File: src/rtl/freqmes_pkg.sv
// Shared constants for the frequency-measurement path: default counter width
// (also the SPI slave frame width), default gate length and FSM state encoding.
package freqmes_pkg;

  localparam int CNT_W_DEF       = 40;
  localparam int GATE_CYCLES_DEF = 72_000_000;
  localparam int SYNC_STAGES_DEF = 2;

  localparam logic [0:0] ST_RUN  = 1'b0;
  localparam logic [0:0] ST_HELD = 1'b1;

  // Width of a counter that must hold 0..cycles-1.
  function automatic int gate_w(input int cycles);
    return (cycles > 1) ? $clog2(cycles) : 1;
  endfunction

endpackage

File: src/rtl/sync_edge_det.sv
// Synchronizes the asynchronous measured signal and emits a one-cycle pulse per rising edge.
// Define GLITCH_FILTER_EN to insert a 3-sample stability filter before edge detection.
module sync_edge_det
  import freqmes_pkg::*;
#(
  parameter int SYNC_STAGES = SYNC_STAGES_DEF
) (
  input  logic clk,
  input  logic rst,
  input  logic sig,
  output logic rise
);

  logic [SYNC_STAGES-1:0] sync;
  logic                   level;
  logic                   level_next;

  // NOTE: sequential state uses non-blocking assignments so every flop samples pre-edge values.
  always_ff @(posedge clk) begin
    if (rst) begin
      sync <= '0;
    end else begin
      sync <= {sync[SYNC_STAGES-2:0], sig};
    end
  end

`ifdef GLITCH_FILTER_EN
  logic [1:0] hist;

  always_ff @(posedge clk) begin
    if (rst) begin
      hist <= '0;
    end else begin
      hist <= {hist[0], sync[SYNC_STAGES-1]};
    end
  end

  // Level follows the synchronized input only after three identical consecutive samples.
  always_comb begin
    level_next = level;
    if ((sync[SYNC_STAGES-1] == hist[0]) && (hist[0] == hist[1])) begin
      level_next = sync[SYNC_STAGES-1];
    end
  end
`else
  assign level_next = sync[SYNC_STAGES-1];
`endif

  always_ff @(posedge clk) begin
    if (rst) begin
      level <= 1'b0;
    end else begin
      level <= level_next;
    end
  end

  assign rise = level_next & ~level;

endmodule

File: src/rtl/gated_edge_counter.sv
// Counts rising edges of freq_in over GATE_CYCLES-clock windows and publishes each count,
// deferring publication while hold is high. Optional GLITCH_FILTER_EN lives in sync_edge_det.
module gated_edge_counter
  import freqmes_pkg::*;
#(
  parameter int GATE_CYCLES = GATE_CYCLES_DEF,
  parameter int CNT_W       = CNT_W_DEF,
  parameter int SYNC_STAGES = SYNC_STAGES_DEF
) (
  input  logic             clk_72MHz,
  input  logic             rst,
  input  logic             freq_in,
  input  logic             hold,
  output logic [CNT_W-1:0] result,
  output logic             result_valid,
  output logic             overflow,
  output logic             missed
);

  localparam int               GW        = gate_w(GATE_CYCLES);
  localparam logic [GW-1:0]    GATE_LAST = GW'(GATE_CYCLES - 1);
  localparam logic [CNT_W-1:0] CNT_MAX   = '1;

  logic             rise;
  logic [GW-1:0]    gate_cnt;
  logic             win_close;
  logic [CNT_W-1:0] edge_cnt;
  logic             sat;
  logic             at_max;
  logic [CNT_W-1:0] close_cnt;
  logic             close_ovf;

  logic [0:0]       state;
  logic [0:0]       state_next;
  logic [CNT_W-1:0] pending;
  logic             pending_ovf;
  logic             pending_flag;
  logic             publish;
  logic [CNT_W-1:0] pub_cnt;
  logic             pub_ovf;
  logic             set_missed;

  sync_edge_det #(
    .SYNC_STAGES(SYNC_STAGES)
  ) u_sync (
    .clk  (clk_72MHz),
    .rst  (rst),
    .sig  (freq_in),
    .rise (rise)
  );

  assign win_close = (gate_cnt == GATE_LAST);
  assign at_max    = (edge_cnt == CNT_MAX);

  always_ff @(posedge clk_72MHz) begin
    if (rst || win_close) begin
      gate_cnt <= '0;
    end else begin
      gate_cnt <= gate_cnt + GW'(1);
    end
  end

  // An edge seen in the closing cycle is folded into the closing value, never the next window.
  assign close_cnt = (rise && !at_max) ? edge_cnt + CNT_W'(1) : edge_cnt;
  assign close_ovf = sat | (rise & at_max);

  always_ff @(posedge clk_72MHz) begin
    if (rst || win_close) begin
      edge_cnt <= '0;
      sat      <= 1'b0;
    end else if (rise) begin
      if (at_max) begin
        sat <= 1'b1;
      end else begin
        edge_cnt <= edge_cnt + CNT_W'(1);
      end
    end
  end

  // NOTE: every always_comb output gets a default first so no path can infer a latch.
  always_comb begin
    state_next = state;
    publish    = 1'b0;
    pub_cnt    = close_cnt;
    pub_ovf    = close_ovf;
    set_missed = 1'b0;
    case (state)
      ST_RUN: begin
        if (win_close) begin
          if (hold) begin
            state_next = ST_HELD;
          end else begin
            publish = 1'b1;
          end
        end
      end
      ST_HELD: begin
        if (win_close) begin
          // A second close while still held drops the older pending window.
          set_missed = 1'b1;
          if (!hold) begin
            publish    = 1'b1;
            state_next = ST_RUN;
          end
        end else if (!hold) begin
          publish    = 1'b1;
          pub_cnt    = pending;
          pub_ovf    = pending_ovf;
          state_next = ST_RUN;
        end
      end
      default: state_next = ST_RUN;
    endcase
  end

  // NOTE: the pending register is reset like the rest; it is a single word, not a memory array.
  always_ff @(posedge clk_72MHz) begin
    if (rst) begin
      state        <= ST_RUN;
      pending      <= '0;
      pending_ovf  <= 1'b0;
      pending_flag <= 1'b0;
      result       <= '0;
      overflow     <= 1'b0;
      result_valid <= 1'b0;
      missed       <= 1'b0;
    end else begin
      state        <= state_next;
      pending_flag <= (state_next == ST_HELD);
      result_valid <= publish;
      if (win_close) begin
        pending     <= close_cnt;
        pending_ovf <= close_ovf;
      end
      if (publish) begin
        result   <= pub_cnt;
        overflow <= pub_ovf;
      end
      if (set_missed) begin
        missed <= 1'b1;
      end
    end
  end

endmodule

File: config.mk
export PLATFORM = sky130hd
export DESIGN_NAME = gated_edge_counter
export DESIGN_NICKNAME = d
export VERILOG_FILES = /design/src/rtl/freqmes_pkg.sv /design/src/rtl/sync_edge_det.sv /design/src/rtl/gated_edge_counter.sv
export SDC_FILE = /design/constraint.sdc
export NUM_CORES = 1
export LEC_CHECK = 0
export ABC_CLOCK_PERIOD_IN_PS = 5100
export BUFFER_PORTS_ARGS = -buffer_cell sky130_fd_sc_hd__buf_2
export CAP_MARGIN = 30
export CORE_MARGIN = 10
export CORE_UTILIZATION = 60
export CTS_CLUSTER_DIAMETER = 30
export DETAILED_ROUTE_END_ITERATION = 10
export PLACE_DENSITY = 0.79
export SLEW_MARGIN = 40
export SYNTH_ARGS = -nofsm -noshare
export SYNTH_HDL_FRONTEND = slang
export SYNTH_SLANG_ARGS = --single-unit
File: constraint.sdc
create_clock -name clk_72MHz -period 5.1 [get_ports clk_72MHz]
set_input_delay 0.51 -clock clk_72MHz [delete_from_list [all_inputs] [get_ports clk_72MHz]]
set_output_delay 0.51 -clock clk_72MHz [all_outputs]
set_load 0.01 [all_outputs]
After elaboration in Yosys (flattened, before gate mapping)
Index checks and enable logic that the tools add are counted.
{"block": "word_totals", "register_bits": 156, "inputBits": 4, "out_inout_bits": 43, "word_cells": 42}
{"block": "classes", "addsub": 2, "n_eq_ne": 2, "mux": 15, "n_bitwise": 6, "reduce_logical": 5}
{"op": "$mux 40", "count": 4}
{"op": "$add 40x1->40 const B", "count": 1}
{"op": "$eq 40x40->1 const B", "count": 1}
{"op": "$add 27x1->27 const B", "count": 1}
{"op": "$eq 27x27->1 const B", "count": 1}
{"op": "$mux 1", "count": 9}
{"op": "$pmux 1 s2", "count": 2}
{"op": "$reduce_and 2->1", "count": 2}
{"op": "$not 1->1", "count": 3}
{"op": "$and 1x1->1", "count": 2}
{"op": "$logic_and 1x1->1", "count": 1}
{"op": "$logic_not 1->1", "count": 1}
{"op": "$logic_or 1x1->1", "count": 1}
{"op": "$or 1x1->1", "count": 1}

Depth between registers and ports, before layout
Gate-level depths: netlist of the first run.
{"block": "depth", "word_depth": 7, "ltp_mapped": 9, "mapped_depth_nobuf": 7}

Hierarchy
A second synthesis of the first run with hierarchy kept.
{"block": "hier_totals", "hier_cells": 716, "hier_area_um2": 6636.4}
{"module": "gated_edge_counter", "instances": 1, "cells_per_inst": 709, "area_per_inst_um2": 6548.8, "seq_area_each_um2": 3062.9}
{"module": "sync_edge_det", "instances": 1, "cells_per_inst": 7, "area_per_inst_um2": 87.6, "seq_area_each_um2": 60.1}

Worst setup path before layout of the first run
No wires, ideal clock.
{"block": "synth_path", "path_kind": "reg2reg", "start": "register edge_cnt[24]", "end": "register result[5]", "setup_time_ns": 0.114, "t_arrival_ns": 2.400, "required_ns": 4.986, "path_slack_ns": 2.585, "stages_incl_launch_ff": 8, "n_path_buf": 1, "period_less_slack_ns": 2.515, "cell_sequence": "dfxtp_1 > nand4_2 > or4_1 > clkbuf_2 > nor4_1 > nor2_1 > xnor2_1 > a2111oi_0"}
{"block": "synth_between", "elab_chain_len": 7}
{"item": "from (decl)", "line_no": "gated_edge_counter.sv:27", "text": "logic [CNT_W-1:0] edge_cnt;"}
{"item": "from (signal assigned)", "line_no": "gated_edge_counter.sv:75", "text": "edge_cnt <= edge_cnt + CNT_W'(1);"}
{"item": "$eq 40x40->1 *", "line_no": "gated_edge_counter.sv:53", "text": "assign at_max = (edge_cnt == CNT_MAX);"}
{"item": "$logic_not 1->1 *", "line_no": "gated_edge_counter.sv:64", "text": "assign close_cnt = (rise && !at_max) ? edge_cnt + CNT_W'(1) : edge_cnt;"}
{"item": "$logic_and 1x1->1 *", "line_no": "gated_edge_counter.sv:64"}
{"item": "$mux 40 *", "line_no": "gated_edge_counter.sv:64"}
{"item": "$mux 40", "line_no": "gated_edge_counter.sv:105", "text": "end else if (!hold) begin"}
{"item": "$mux 40", "line_no": "gated_edge_counter.sv:98", "text": "if (win_close) begin"}
{"item": "$mux 40 *", "line_no": "gated_edge_counter.sv:87", "text": "case (state)"}
{"item": "to (signal assigned)", "line_no": "gated_edge_counter.sv:136", "text": "result <= pub_cnt;"}
{"item": "to (decl)", "line_no": "gated_edge_counter.sv:14", "text": "output logic [CNT_W-1:0] result,"}
Every way passes the cells marked *; elsewhere a longest branch is shown, timed or not.
A chain may end at the register's enable or synchronous reset.

Worst setup path in the final report of the first run
{"block": "layout_path", "start": "register edge_cnt[29]", "end": "register result[7]"}
Same word-level chain as after synthesis.

==> impl_metrics.env, run 1 <==
export IMPL_highest_achievable_clock_rate_mhz=316
export IMPL_fp_coreArea_um2=10700
export IMPL_synth_seq_area_share=0.477
export IMPL_number_of_global_route_vias_before_repair=5618
export IMPL_power_ir_vdd_worst_mv=0.301
export IMPL_detail_route_drc_violations=0
export IMPL_place_ws_ns=1.75
export IMPL_timing_hold_worst_class="in -> reg"
export IMPL_place_congestion=0.907
export IMPL_post_route_cells_drive_above_1_share=0.130
export IMPL_outcome="completed"
export IMPL_vias=5718
export IMPL_finish_net_count=773
export IMPL_area_delta_synth_final_pct=12.9
export IMPL_worst_skew_pair_late_latency_ns=0.53
export IMPL_cellLeakagePower_nw=2.65
export IMPL_fin_crit_ns=3.16
export IMPL_floorplan_initialDensity=0.610
export IMPL_synth_cells=743
export IMPL_actual_slew_at_the_worst_max_slew_pin_ns=0.825
export IMPL_port_buffers=46
export IMPL_clk_path_buf_depth=2
export IMPL_final_hold_viol_count=0
export IMPL_viasPerCell=6.24
export IMPL_regToRegEndpoint="result[7]"
export IMPL_syn_area_um2=6550
export IMPL_grt_pass1_wl_mm=28.8
export IMPL_starting_drt_drc_count=411
export IMPL_max_cap_violations=0
export IMPL_critPathMaxFanout=14
export IMPL_largest_net_degree_at_the_start_of_global_routing=64
export IMPL_synth_enable_flop_cells=0
export IMPL_fillCellCount=873
export IMPL_worst_setup_path_endpoint="result[7]"
export IMPL_postCtsResizedCells=0
export IMPL_synth_fp_nets=749
export IMPL_global_route_overflow_total=0
export IMPL_crit_path_start_kind="flip-flop"
export IMPL_critPathKind="reg -> reg"
export IMPL_drt_wl_total_mm=17.6
export IMPL_ant_nets=0
export IMPL_timing_critical_path_arrival_ns=3.55
export IMPL_power_mw=2.39
export IMPL_path_clk_slew_ns=0.06
export IMPL_cts_stage_hold_buffer_count=0
export IMPL_cts_setup_buffers=0
export IMPL_detailedPlacementHpwl_mm=12.3
export IMPL_setup_viol=0
export IMPL_clock_h_tree_levels=4
export IMPL_slew_limit_headroom=0.449
export IMPL_layout_worst_path_cycle_share=0.620
export IMPL_cts_tree="yes"
export IMPL_grt_setup_unrepaired="no"
export IMPL_avgSynthCellArea_um2=8.82
export IMPL_diodes=0
export IMPL_drt_wirelength_per_cell_um=19.2
export IMPL_totalNegativeSetupSlack_ns=0
export IMPL_timing_clock_skew_ns=0.00967
export IMPL_asyncSetResetFlopFracSynth=0
export IMPL_postSynth_topFlopCell="dfxtp_1"
export IMPL_io_pins=47
export IMPL_global_route_usage_total=0.222
export IMPL_die_area_um2=15500
export IMPL_antenna_found_initial=0
export IMPL_setup_worst_path_end_class="flip-flop"
export IMPL_reg2reg_depth=6
export IMPL_cts_root_buf="clkbuf_8"
export IMPL_yosysUniqueCellTypes=47
export IMPL_critPathLaunch="edge_cnt[29]"
export IMPL_final_core_util=0.688
export IMPL_setup_slack_ns=1.94
export IMPL_fp_row_count=38
export IMPL_ff2ff_setup_slack_ns=1.94
export IMPL_floorplan_die_width_um=124
export IMPL_ys_warn_count=0
export IMPL_r2r_start="edge_cnt[29]"
export IMPL_numCtsBuffers=17
export IMPL_die_height_um=124
export IMPL_cp_data_required_time_ns=5.49
export IMPL_power_per_cell_area_nw_per_um2=323
export IMPL_clock_sinks=156
export IMPL_slew_violations=0
export IMPL_postSynthRegisterBits=156
export IMPL_drt_pass1_iter_count=5
state kept, by name (all words and copies together) (netlist names):
| name | flops |
|---|---|
| edge_cnt | 40 |
| pending | 40 |
| result | 40 |
| gate_cnt | 27 |
| u_sync.sync | 2 |
| missed | 1 |
| overflow | 1 |
| pending_ovf | 1 |
| result_valid | 1 |
| sat | 1 |
| state | 1 |
| u_sync.level | 1 |
worst max-delay path: stages (launching register included):
cell and delay [ns]:
dfxtp_1 0.41, nand4_2 0.20, or4_1 0.70, or4_1 0.89
nand4_1 0.24, xor2_1 0.14, a2111oi_0 0.44
cells in the final DEF (no fill, tap or decap), types with 6 or more instances in the layout:
cell type / n
a22oi_1: 17
dfxtp_1: 155
and3_1: 13
clkbuf_16: 16
a21oi_1: 34
xnor2_1: 20
nand3_1: 31
nor4_1: 8
nor2_1: 151
buf_4: 7
or4_1: 7
a211oi_1: 39
buf_2: 46
a2111oi_0: 11
inv_1: 8
nand2_1: 29
and4_1: 6
nand4_1: 25
o221ai_1: 12
xor2_1: 41
nor3_1: 12
o31ai_1: 13
where the power goes:
part	internal, mW	switching, mW	leakage, nW
logic	0.00798	0.0308	1.13
clock network	0.658	0.464	0.258
registers	1.22	0.00293	1.26
total	1.89	0.497	2.65
cell type report:
type | count | area (µm²) | share of cell area
multi-input cells | 531 | 3270 | 0.442
flip-flops and latches | 156 | 3120 | 0.422
clock buffers | 20 | 445 | 0.0602
repair buffers | 53 | 283 | 0.0382
well taps | 140 | 175 | 0.0237
clock inverters | 8 | 71.3 | 0.00964
inverters | 8 | 30.0 | 0.00406
synth_stat cells, types with 7 or more instances:
library cell / instances / share of area
dfxtp_1: 156 / 0.48
nor2_1: 153 / 0.088
xor2_1: 41 / 0.055
clkbuf_1: 40 / 0.023
a211oi_1: 39 / 0.045
a21oi_1: 34 / 0.026
nand3_1: 31 / 0.024
nand2_1: 29 / 0.017
nand4_1: 25 / 0.024
xnor2_1: 20 / 0.027
a22oi_1: 17 / 0.019
o31ai_1: 14 / 0.016
and3_1: 13 / 0.012
nor3_1: 13 / 0.0099
o221ai_1: 12 / 0.016
a2111oi_0: 11 / 0.015
nor4_1: 10 / 0.0096
inv_1: 8 / 0.0046
or4_1: 7 / 0.0080
logic make-up after synthesis:
logic type / share of synthesized area
AO/OA/AOI/OAI: 0.154
XOR/XNOR: 0.0816
adder cells (fa/ha/maj): 0.00382
buffers and inverters: 0.0346
flip-flops: 0.477
multiplexers: 0.00325
AND/OR/NAND/NOR: 0.246
per-stage QoR:
| step | hold WS [ns] | cell area [µm²] | instances |
|---|---|---|---|
| 2_1_floorplan | 0.413 | 6550 | 743 |
| 3_3_place_gp | 0.425 | 6850 | 888 |
| 3_5_place_dp | 0.432 | 6870 | 888 |
| 4_1_cts | 0.170 | 7390 | 916 |
| 5_1_grt | 0.180 | 7400 | 916 |
| 6_report | 0.190 | 7400 | 916 |
routing by layer:
layer | share of wire | up-vias | track usage | wire length [µm]
met3 | 0.058 | 20 | 0.0553 | 1010
li1 | - | 2731 | - | -
met4 | 0.011 | 0 | 0.0651 | 187
met1 | 0.44 | 2769 | 0.275 | 7680
met5 | 0 | - | 0 | 0
met2 | 0.49 | 198 | 0.372 | 8690
worst min-delay path by stage:
stage	end	cells past startpoint	slack, ns	from
after floorplan	gate_cnt[0]	1	0.41	gate_cnt[0]
after global placement	gate_cnt[0]	1	0.43	gate_cnt[0]
after detailed placement	gate_cnt[0]	1	0.43	gate_cnt[0]
after CTS	u_sync.sync[0]	2	0.17	freq_in
after global routing	u_sync.sync[0]	2	0.18	freq_in
final	u_sync.sync[0]	2	0.19	freq_in
Power figures use the tool's default switching activity.
==> run 2: changes to the inputs <==
ABC_CLOCK_PERIOD_IN_PS = 2900   (was 5100)
CORE_UTILIZATION = 54   (was 60)
PLACE_DENSITY = 0.75   (was 0.79)
clock period = 2.9 ns   (was 5.1 ns; I/O delays follow)
==> impl_metrics.env, run 2 (same netlist as run 1, synthesis figures left out) <==
export IMPL_power_ir_vdd_worst_mv=0.361
export IMPL_power_per_cell_area_nw_per_um2=601
export IMPL_number_of_global_route_vias_before_repair=5594
export IMPL_finish_net_count=794
export IMPL_layout_worst_path_cycle_share=0.925
export IMPL_clk_path_buf_depth=2
export IMPL_cp_data_required_time_ns=3.20
export IMPL_global_route_overflow_total=0
export IMPL_outcome="completed"
export IMPL_path_clk_slew_ns=0.06
export IMPL_worst_setup_path_endpoint="result[19]"
export IMPL_max_cap_violations=0
export IMPL_slew_violations=0
export IMPL_global_route_usage_total=0.216
export IMPL_largest_net_degree_at_the_start_of_global_routing=45
export IMPL_detail_route_drc_violations=0
export IMPL_fp_coreArea_um2=12000
export IMPL_power_sequential_fraction=0.468
export IMPL_viasPerCell=6.06
export IMPL_detailedPlacementHpwl_mm=12.3
export IMPL_actual_slew_at_the_worst_max_slew_pin_ns=0.717
export IMPL_fp_row_count=40
export IMPL_die_area_um2=16900
export IMPL_drt_wirelength_per_cell_um=18.7
export IMPL_place_congestion=0.901
export IMPL_clkPwrFrac=0.517
export IMPL_power_switching_mw=0.922
export IMPL_timing_hold_worst_class="in -> reg"
export IMPL_setup_worst_path_end_class="flip-flop"
export IMPL_place_ws_ns=0.223
export IMPL_setup_viol=0
export IMPL_critPathMaxFanout=14
export IMPL_cts_root_buf="clkbuf_16"
export IMPL_post_route_cells_drive_above_1_share=0.151
export IMPL_vias=5736
export IMPL_critPathLaunch="edge_cnt[18]"
export IMPL_crit_path_start_kind="flip-flop"
export IMPL_reg2reg_depth=7
export IMPL_totalNegativeSetupSlack_ns=0
export IMPL_grt_pass1_wl_mm=29.0
export IMPL_setup_slack_ns=0.217
export IMPL_slew_limit_headroom=0.522
export IMPL_timing_clock_skew_ns=0.0123
export IMPL_p_int_mw=3.68
export IMPL_fillCellCount=1012
export IMPL_floorplan_initialDensity=0.548
export IMPL_cellLeakagePower_nw=2.80
export IMPL_diodes=0
export IMPL_grt_setup_unrepaired="no"
export IMPL_r2r_start="edge_cnt[18]"
export IMPL_starting_drt_drc_count=492
export IMPL_area_delta_synth_final_pct=17.0
export IMPL_critPathKind="reg -> reg"
export IMPL_mostFrequentLayoutCell="dfxtp_1"
export IMPL_antenna_found_initial=0
export IMPL_regToRegEndpoint="result[19]"
export IMPL_floorplan_die_width_um=130
export IMPL_p_comb_frac=0.016
export IMPL_port_buffers=46
export IMPL_highest_achievable_clock_rate_mhz=373
export IMPL_die_height_um=130
export IMPL_clock_sinks=156
export IMPL_hold_slack_ns=0.0947
export IMPL_drt_pass1_iter_count=5
export IMPL_ff2ff_setup_slack_ns=0.22
export IMPL_switching_share=0.200
export IMPL_final_cell_mix="dfxtp_1 (156), nor2_1 (151), buf_2 (46)"
export IMPL_fin_area_um2=7660
export IMPL_final_hold_viol_count=0
export IMPL_post_dp_cell_area_um2=7030
export IMPL_cts_tree="yes"
export IMPL_numCtsBuffers=17
export IMPL_largest_registers="edge_cnt (40), pending (40), result (40)"
export IMPL_timing_critical_path_arrival_ns=2.98
export IMPL_fin_crit_ns=2.68
export IMPL_ant_nets=0
export IMPL_io_pins=47
export IMPL_worst_skew_pair_late_latency_ns=0.43
export IMPL_drt_wl_total_mm=17.7
export IMPL_clock_h_tree_levels=4
run 2: area by class of cell:
class	count	area, µm²	area share
Tap cell	147	184	0.0240
Clock buffer	19	433	0.0565
Multi-Input combinational cell	531	3250	0.424
Inverter	8	30.0	0.00392
Sequential cell	156	3120	0.408
Timing Repair Buffer	74	453	0.0591
Clock inverter	12	195	0.0255
run 2: repair_timing:
action | in CTS | in global routing
resized for setup | 0 | 1
buffers inserted | 0 | 0
endpoints found under the hold margin | 0 | 0
setup endpoints to repair | 0 | 1
hold buffers | 0 | 0
run 2: through the flow:
stage	std cells	utilization	power [mW]
final	947	0.641	4.61
after global routing	947	0.641	4.74
after floorplan	743	-	2.25
after CTS	947	0.641	4.63
after detailed placement	916	0.588	2.27
after global placement	916	0.588	2.27
run 2: metal layers:
| layer | track usage | part of all wire | vias up |
|---|---|---|---|
| li1 | - | - | 2768 |
| met1 | 0.272 | 0.44 | 2769 |
| met2 | 0.361 | 0.49 | 185 |
| met3 | 0.0491 | 0.056 | 14 |
| met4 | 0.0615 | 0.011 | 0 |
| met5 | 0 | 0 | - |
run 2: critical path, stage by stage, from the launching register on:
cell	delay (ns)
dfxtp_1	0.41
nand4_1	0.19
or4_1	0.59
or4_1	0.52
buf_4	0.21
nand4_1	0.12
xor2_1	0.12
a2111oi_0	0.40
run 2: how the worst min path moves through the flow:
stage	start	end	slack (ns)	cells past startpoint
2_1_floorplan	gate_cnt[0]	gate_cnt[0]	0.41	1
4_1_cts	freq_in	u_sync.sync[0]	0.08	2
3_5_place_dp	gate_cnt[0]	gate_cnt[0]	0.43	1
6_report	freq_in	u_sync.sync[0]	0.09	2
5_1_grt	freq_in	u_sync.sync[0]	0.11	2
3_3_place_gp	u_sync.sync[0]	u_sync.sync[1]	0.43	1
run 2: power by group through the flow:
stage               Combinational [mW]  Clock, mW  Sequential, mW
finish                          0.0727       2.38            2.15
global route                    0.0795       2.51            2.15
CTS                             0.0727       2.40            2.15
detailed placement              0.0728          0            2.20
global placement                0.0705          0            2.20
floorplan                       0.0482          0            2.20
